File: config.mk
export PLATFORM = sky130hd
export DESIGN_NAME = bus_drive_arb
export DESIGN_NICKNAME = d
export VERILOG_FILES = /design/src/rtl/bus_arb_pkg.sv /design/src/rtl/bus_drive_arb_rr_pick.sv /design/src/rtl/bus_drive_arb.sv
export SDC_FILE = /design/constraint.sdc
export NUM_CORES = 1
export LEC_CHECK = 0
export BUFFER_PORTS_ARGS = -buffer_cell sky130_fd_sc_hd__clkbuf_2
export CAP_MARGIN = 20
export CELL_PAD_IN_SITES_DETAIL_PLACEMENT = 0
export CELL_PAD_IN_SITES_GLOBAL_PLACEMENT = 1
export CORE_ASPECT_RATIO = 1.5
export CORE_MARGIN = 5
export CORE_UTILIZATION = 36
export CTS_CLUSTER_DIAMETER = 120
export DETAILED_ROUTE_END_ITERATION = 12
export PLACE_DENSITY_LB_ADDON = 0.12
export SLEW_MARGIN = 20
export SYNTH_ARGS = -nofsm -noshare
export SYNTH_HDL_FRONTEND = slang
export SYNTH_SLANG_ARGS = --single-unit
export TNS_END_PERCENT = 30
File: constraint.sdc
create_clock -name clk -period 5.2 [get_ports clk]
set_clock_uncertainty 0.1 [all_clocks]
set_input_delay 1.04 -clock clk [delete_from_list [all_inputs] [get_ports clk]]
set_output_delay 1.04 -clock clk [all_outputs]
set_load 0.02 [all_outputs]
File: src/rtl/bus_arb_pkg.sv
// Shared types and defaults for the shared-bus drive arbiter.
// State encoding, default sizes, keeper/driver strength selection.
package bus_arb_pkg;

  typedef enum logic [1:0] {
    IDLE  = 2'd0,
    DRIVE = 2'd1,
    TURN  = 2'd2
  } arb_state_e;

  localparam int N_REQ_DEF    = 4;
  localparam int W_DEF        = 8;
  localparam int HOLD_MAX_DEF = 16;

  typedef enum logic {
    STR_PULL   = 1'b0,
    STR_STRONG = 1'b1
  } drv_str_e;

  // Owner drives hard, the keeper only pulls so any driver overrides it.
  localparam drv_str_e DRV_STR  = STR_STRONG;
  localparam drv_str_e KEEP_STR = STR_PULL;
  localparam logic     KEEP_VAL = 1'b0;

endpackage

File: src/rtl/bus_drive_arb_rr_pick.sv
// Combinational round-robin search: first set req strictly after ptr.
// Ports: req (requests), ptr (previous owner), win (one-hot winner).
module rr_pick #(
  parameter int N  = 4,
  parameter int PW = 2
) (
  input  logic [N-1:0]  req,
  input  logic [PW-1:0] ptr,
  output logic [N-1:0]  win
);

  logic          found;
  logic [PW-1:0] idx;

  // k runs 1..N so the previous owner is the very last candidate.
  always_comb begin
    win   = '0;
    found = 1'b0;
    idx   = '0;
    for (int k = 1; k <= N; k++) begin
      idx = PW'((int'(ptr) + k) % N);
      if (!found && req[idx]) begin
        win[idx] = 1'b1;
        found    = 1'b1;
      end
    end
  end

endmodule

File: src/rtl/bus_drive_arb.sv
// Round-robin arbiter owning a shared tri-state bus, with contention flag.
// Ports: clk, rst_n, req/last/wdata per requester, grant, bus, busy, contention.
module bus_drive_arb
  import bus_arb_pkg::*;
#(
  parameter int N_REQ    = N_REQ_DEF,
  parameter int W        = W_DEF,
  parameter int HOLD_MAX = HOLD_MAX_DEF
) (
  input  logic               clk,
  input  logic               rst_n,
  input  logic [N_REQ-1:0]   req,
  input  logic [N_REQ-1:0]   last,
  input  logic [N_REQ*W-1:0] wdata,
  output logic [N_REQ-1:0]   grant,
  inout  wire  [W-1:0]       bus,
  output logic               busy,
  output logic               contention
);

  localparam int PW = (N_REQ > 1) ? $clog2(N_REQ) : 1;
  localparam logic [7:0] HOLD_END = 8'(HOLD_MAX - 1);

  arb_state_e    state, state_nx;
  logic [PW-1:0] ptr, ptr_nx;
  logic [7:0]    hold, hold_nx;
  logic          settle, settle_nx;
  logic          rdy;

  logic [N_REQ-1:0] win;
  logic [PW-1:0]    win_idx;
  logic             any_req;
  logic             own_req;
  logic             own_last;
  logic             hold_end;
  logic             drv_en;
  logic             mismatch;
  logic [W-1:0]     slot [N_REQ];
  logic [W-1:0]     drv_val;

  rr_pick #(
    .N  (N_REQ),
    .PW (PW)
  ) u_pick (
    .req (req),
    .ptr (ptr),
    .win (win)
  );

  always_comb begin
    win_idx = '0;
    for (int i = 0; i < N_REQ; i++) begin
      if (win[i]) win_idx = PW'(i);
    end
  end

  always_comb begin
    for (int i = 0; i < N_REQ; i++) begin
      slot[i] = wdata[i*W +: W];
    end
  end

  // ptr doubles as the current owner while in DRIVE.
  assign drv_val  = slot[ptr];
  assign any_req  = |req;
  assign own_req  = req[ptr];
  assign own_last = last[ptr];
  assign hold_end = (hold == HOLD_END);
  assign drv_en   = (state == DRIVE);

  always_comb begin
    state_nx  = state;
    ptr_nx    = ptr;
    hold_nx   = hold;
    settle_nx = 1'b0;
    unique case (state)
      IDLE: begin
        if (rdy && any_req) begin
          state_nx = DRIVE;
          ptr_nx   = win_idx;
          hold_nx  = '0;
        end
      end
      DRIVE: begin
        hold_nx = hold + 8'd1;
        if (own_last || !own_req || hold_end) begin
          state_nx = TURN;
        end
      end
      TURN: begin
        if (any_req) begin
          state_nx  = DRIVE;
          ptr_nx    = win_idx;
          hold_nx   = '0;
          settle_nx = 1'b1;
        end else begin
          state_nx = IDLE;
        end
      end
      default: state_nx = IDLE;
    endcase
  end

  // rdy holds off the first grant until the second edge after reset.
  always_ff @(posedge clk or negedge rst_n) begin
    if (!rst_n) begin
      state  <= IDLE;
      ptr    <= PW'(N_REQ - 1);
      hold   <= '0;
      settle <= 1'b0;
      rdy    <= 1'b0;
    end else begin
      state  <= state_nx;
      ptr    <= ptr_nx;
      hold   <= hold_nx;
      settle <= settle_nx;
      rdy    <= 1'b1;
    end
  end

  // First DRIVE cycle after a turnaround may still see the old driver.
  assign mismatch = drv_en && !settle && (bus != drv_val);

  always_ff @(posedge clk or negedge rst_n) begin
    if (!rst_n) begin
      contention <= 1'b0;
    end else if (mismatch) begin
      contention <= 1'b1;
    end
  end

  always_comb begin
    grant = '0;
    if (state == DRIVE) grant[ptr] = 1'b1;
  end

  assign busy = (state != IDLE);

  generate
    if (DRV_STR == STR_STRONG) begin : g_drv_strong
      assign (strong1, strong0) bus = drv_en ? drv_val : {W{1'bz}};
    end else begin : g_drv_pull
      assign (pull1, pull0) bus = drv_en ? drv_val : {W{1'bz}};
    end
    if (KEEP_STR == STR_PULL) begin : g_keep_pull
      assign (pull0, pull1) bus = {W{KEEP_VAL}};
    end else begin : g_keep_weak
      assign (weak0, weak1) bus = {W{KEEP_VAL}};
    end
  endgenerate

endmodule

==> summary.md <==
| Metric | Value |
|---|---|
| Status | completed |
| DP HPWL | 2521 um |
| Placed cell areas | 1423 um2 |
| ANT nets after route | 0 |
| Final #Nets | 222 |
| FF+latch count, synth | 15 |
| CTS sink count | 15 |
| Via density per instance | 5.133 |
| Int Power | 354.3 uW |
| Number of global-route vias before repair | 1125 |
| Final-report hold violation count | 0 |
| Crit start category | flip-flop |
| Routing usage on met2 | 25.63% |
| Starting Density | 37.57% |
| CTS tree | yes |
| CP max FO | 9 |
| CTS Hold Bufs | 0 |
| DR iter-0 viols | 18 |
| Worst-Margin Slew | 0.6170 ns |
| # resized after CTS | 0 |
| Layout Utilization | 46.04% |
| Synthesized area | 1199 um2 |
| Worst VDD drop | 218.1 uV |
| Root Buffer | clkbuf_8 |
| Routed WL | 2984 um |
| Slew Viols, Final | 0 |
| Max frequency | 0.3582 GHz |
| N_diodes | 0 |
| Combinational Power Share | 54.9% |
| Power Density | 439.1 nW/um2 |
| Post-CTS setup buffer count | 0 |
| Antenna violations before repair | 0 |
| DRC violation count after routing | 0 |
| M3 GR Usage | 2.090% |
| Post-Layout Inst Area | 1469 um2 |
| GRT Max-Usage Layer | met2 |
| Clock share of power | 14.3% |
| Die height | 80.67 um |
| Total GRT Usage | 14.20% |
| Hold_ws | 0.3594 ns |
| Final setup viols | 0 |
| Die span in x | 57.12 um |
| IO Pins | 56 |
| Tmin final | 2.792 ns |
| Post-synth EDFFs | 0 |
| Largest net degree at the start of global routing | 16 |
| Net Sw Power | 290.7 uW |
| Async SR Flop Fraction | 100.0% |
| Leak Pwr | 0.0007270 uW |
| Grt met1 use | 16.24% |
| Sw frac | 45.08% |
| Power Total | 645.0 uW |
| Total grt overflow | 0 |
| Critical Path AT | 1.65 ns |
| Hold Crit Class | reg2reg |
| Die footprint | 4607 um2 |
| Sequential area share after synthesis | 31.52% |
| RSZ-0062 raised after global routing | no |
| Crit. End Element | output port |
| Layout area overhead | 22.55% |
| Clk_lat worst skew | 0.24 ns |
| Clk buf depth | 2 |
| Maxcap violations | 0 |
| Yosys cell types | 38 |
| Core Box Area | 3191 um2 |
| First-pass GRT wire length | 5092 um |
| Syn Inst Count | 124 |
| Avg Cell Area, Syn | 9.667 um2 |
| Detailed Routing Iterations Pass 1 | 4 |
| TritonCTS buffer count | 3 |
| Avg WL per Cell | 14.14 um |
| Total negative slack | 0 ns |
| Cell Rows | 25 |
| Worst slew margin | 58.49% |
| Period utilisation layout | 53.68% |
| Synth Flop Type | dfrtp_1 |
| H-tree Lvls | 1 |
| Ys Warns | 0 |
| Gpl congestion | 0.8023 |
| Worst reg-to-reg setup slack | 2.55 ns |
| Layout cells sized above 1 | 34.50% |
| Clock transition at path regs | 0.06 ns |
| Worst setup path category | reg2out |
| Seq pwr share | 30.8% |
| Via count | 1083 |
| Critical path data required time | 4.06 ns |
| Buffers on Ports | 47 |
## through the flow
| step | instances | setup WS, ns |
|---|---|---|
| 2_1_floorplan | 131 | 2.657 |
| 3_3_place_gp | 207 | 2.414 |
| 3_5_place_dp | 207 | 2.408 |
| 4_1_cts | 211 | 2.380 |
| 5_1_grt | 211 | 2.298 |
| 6_report | 211 | 2.408 |
## critical path: stages (launching register included)
cell and delay (ns):
dfstp_2 0.66, inv_1 0.19, ha_1 0.27, and2_1 0.14, clkbuf_2 0.15
## placed cells by master, fill, tap and decap left out, drive strengths merged, types with 3 or more instances in the layout
cell	netlist	routed
conb	2	9
dfrtp	13	13
xor2	6	6
o21ai	5	5
nor2	10	10
mux4	5	5
clkbuf	1	50
nand3	4	4
nor4	10	10
inv	4	4
ha	8	8
nor3	3	3
o2111ai	4	4
and2	3	3
nand2	9	9
a21oi	3	3
## cell families after synthesis
group	after synthesis	share of synthesized area (%)
compound gates	19	10.85
other cells	2	0.6265
fa+ha+maj	8	8.351
buf+inv	15	8.559
mux	5	10.65
simple gates	54	25.05
xor+xnor	6	4.384
flops	15	31.52
## cell usage after synthesis, types with 3 or more instances
master	n	area, um2
dfrtp_1	13	325.3
nor2_1	10	37.54
nor4_1	10	62.56
nand2_1	9	33.78
buf_4	8	60.06
ha_1	8	100.1
xor2_1	6	52.55
o21ai_0	5	25.02
inv_1	4	15.01
mux4_1	4	105.1
nand3_1	4	20.02
o2111ai_1	4	35.03
a21oi_1	3	15.01
and2_1	3	18.77
## registers in the layout (all words and copies together) (netlist names)
| name | cells |
|---|---|
| settle | 1 |
| state | 2 |
| hold | 8 |
| ptr | 2 |
| rdy | 1 |
| contention | 1 |
## routing by layer
metal,wire length (um),up-vias
met2,1631,37
met3,157,4
li1,-,542
met4,44,0
met5,0,-
met1,1152,500
## final timing paths
| kind | from | end | cells after the start |
|---|---|---|---|
| min reg2reg | contention$_DFFE_PN0P_ | contention$_DFFE_PN0P_ | 1 |
| min | contention$_DFFE_PN0P_ | contention$_DFFE_PN0P_ | 1 |
| max in group asynchronous | rst_n | ptr[1]$_DFFE_PN1P_ | 1 |
| max reg2reg | ptr[0]$_DFFE_PN1P_ | ptr[0]$_DFFE_PN1P_ | 7 |
| min in group asynchronous | rst_n | hold[1]$_DFFE_PN0P_ | 1 |
| max | ptr[0]$_DFFE_PN1P_ | grant[0] | 4 |
## power by group through the flow
stage	Combinational, uW	Sequential [uW]	Clock, uW
floorplan	289	180	0
global route	397	205	103
detailed placement	357	202	0
CTS	356	200	95.3
finish	354	199	92.2
global placement	352	202	0
## area by class of cell
cell class / instances / area [um2]
clock buffers: 3 / 41.29
clock inverters: 1 / 5.005
fillers: 350 / 1722
inverters: 4 / 15.01
multi-input cells: 101 / 744.5
flip-flops and latches: 15 / 377.9
well taps: 40 / 50.05
repair buffers: 47 / 235.2
Power figures use the tool's default switching activity.
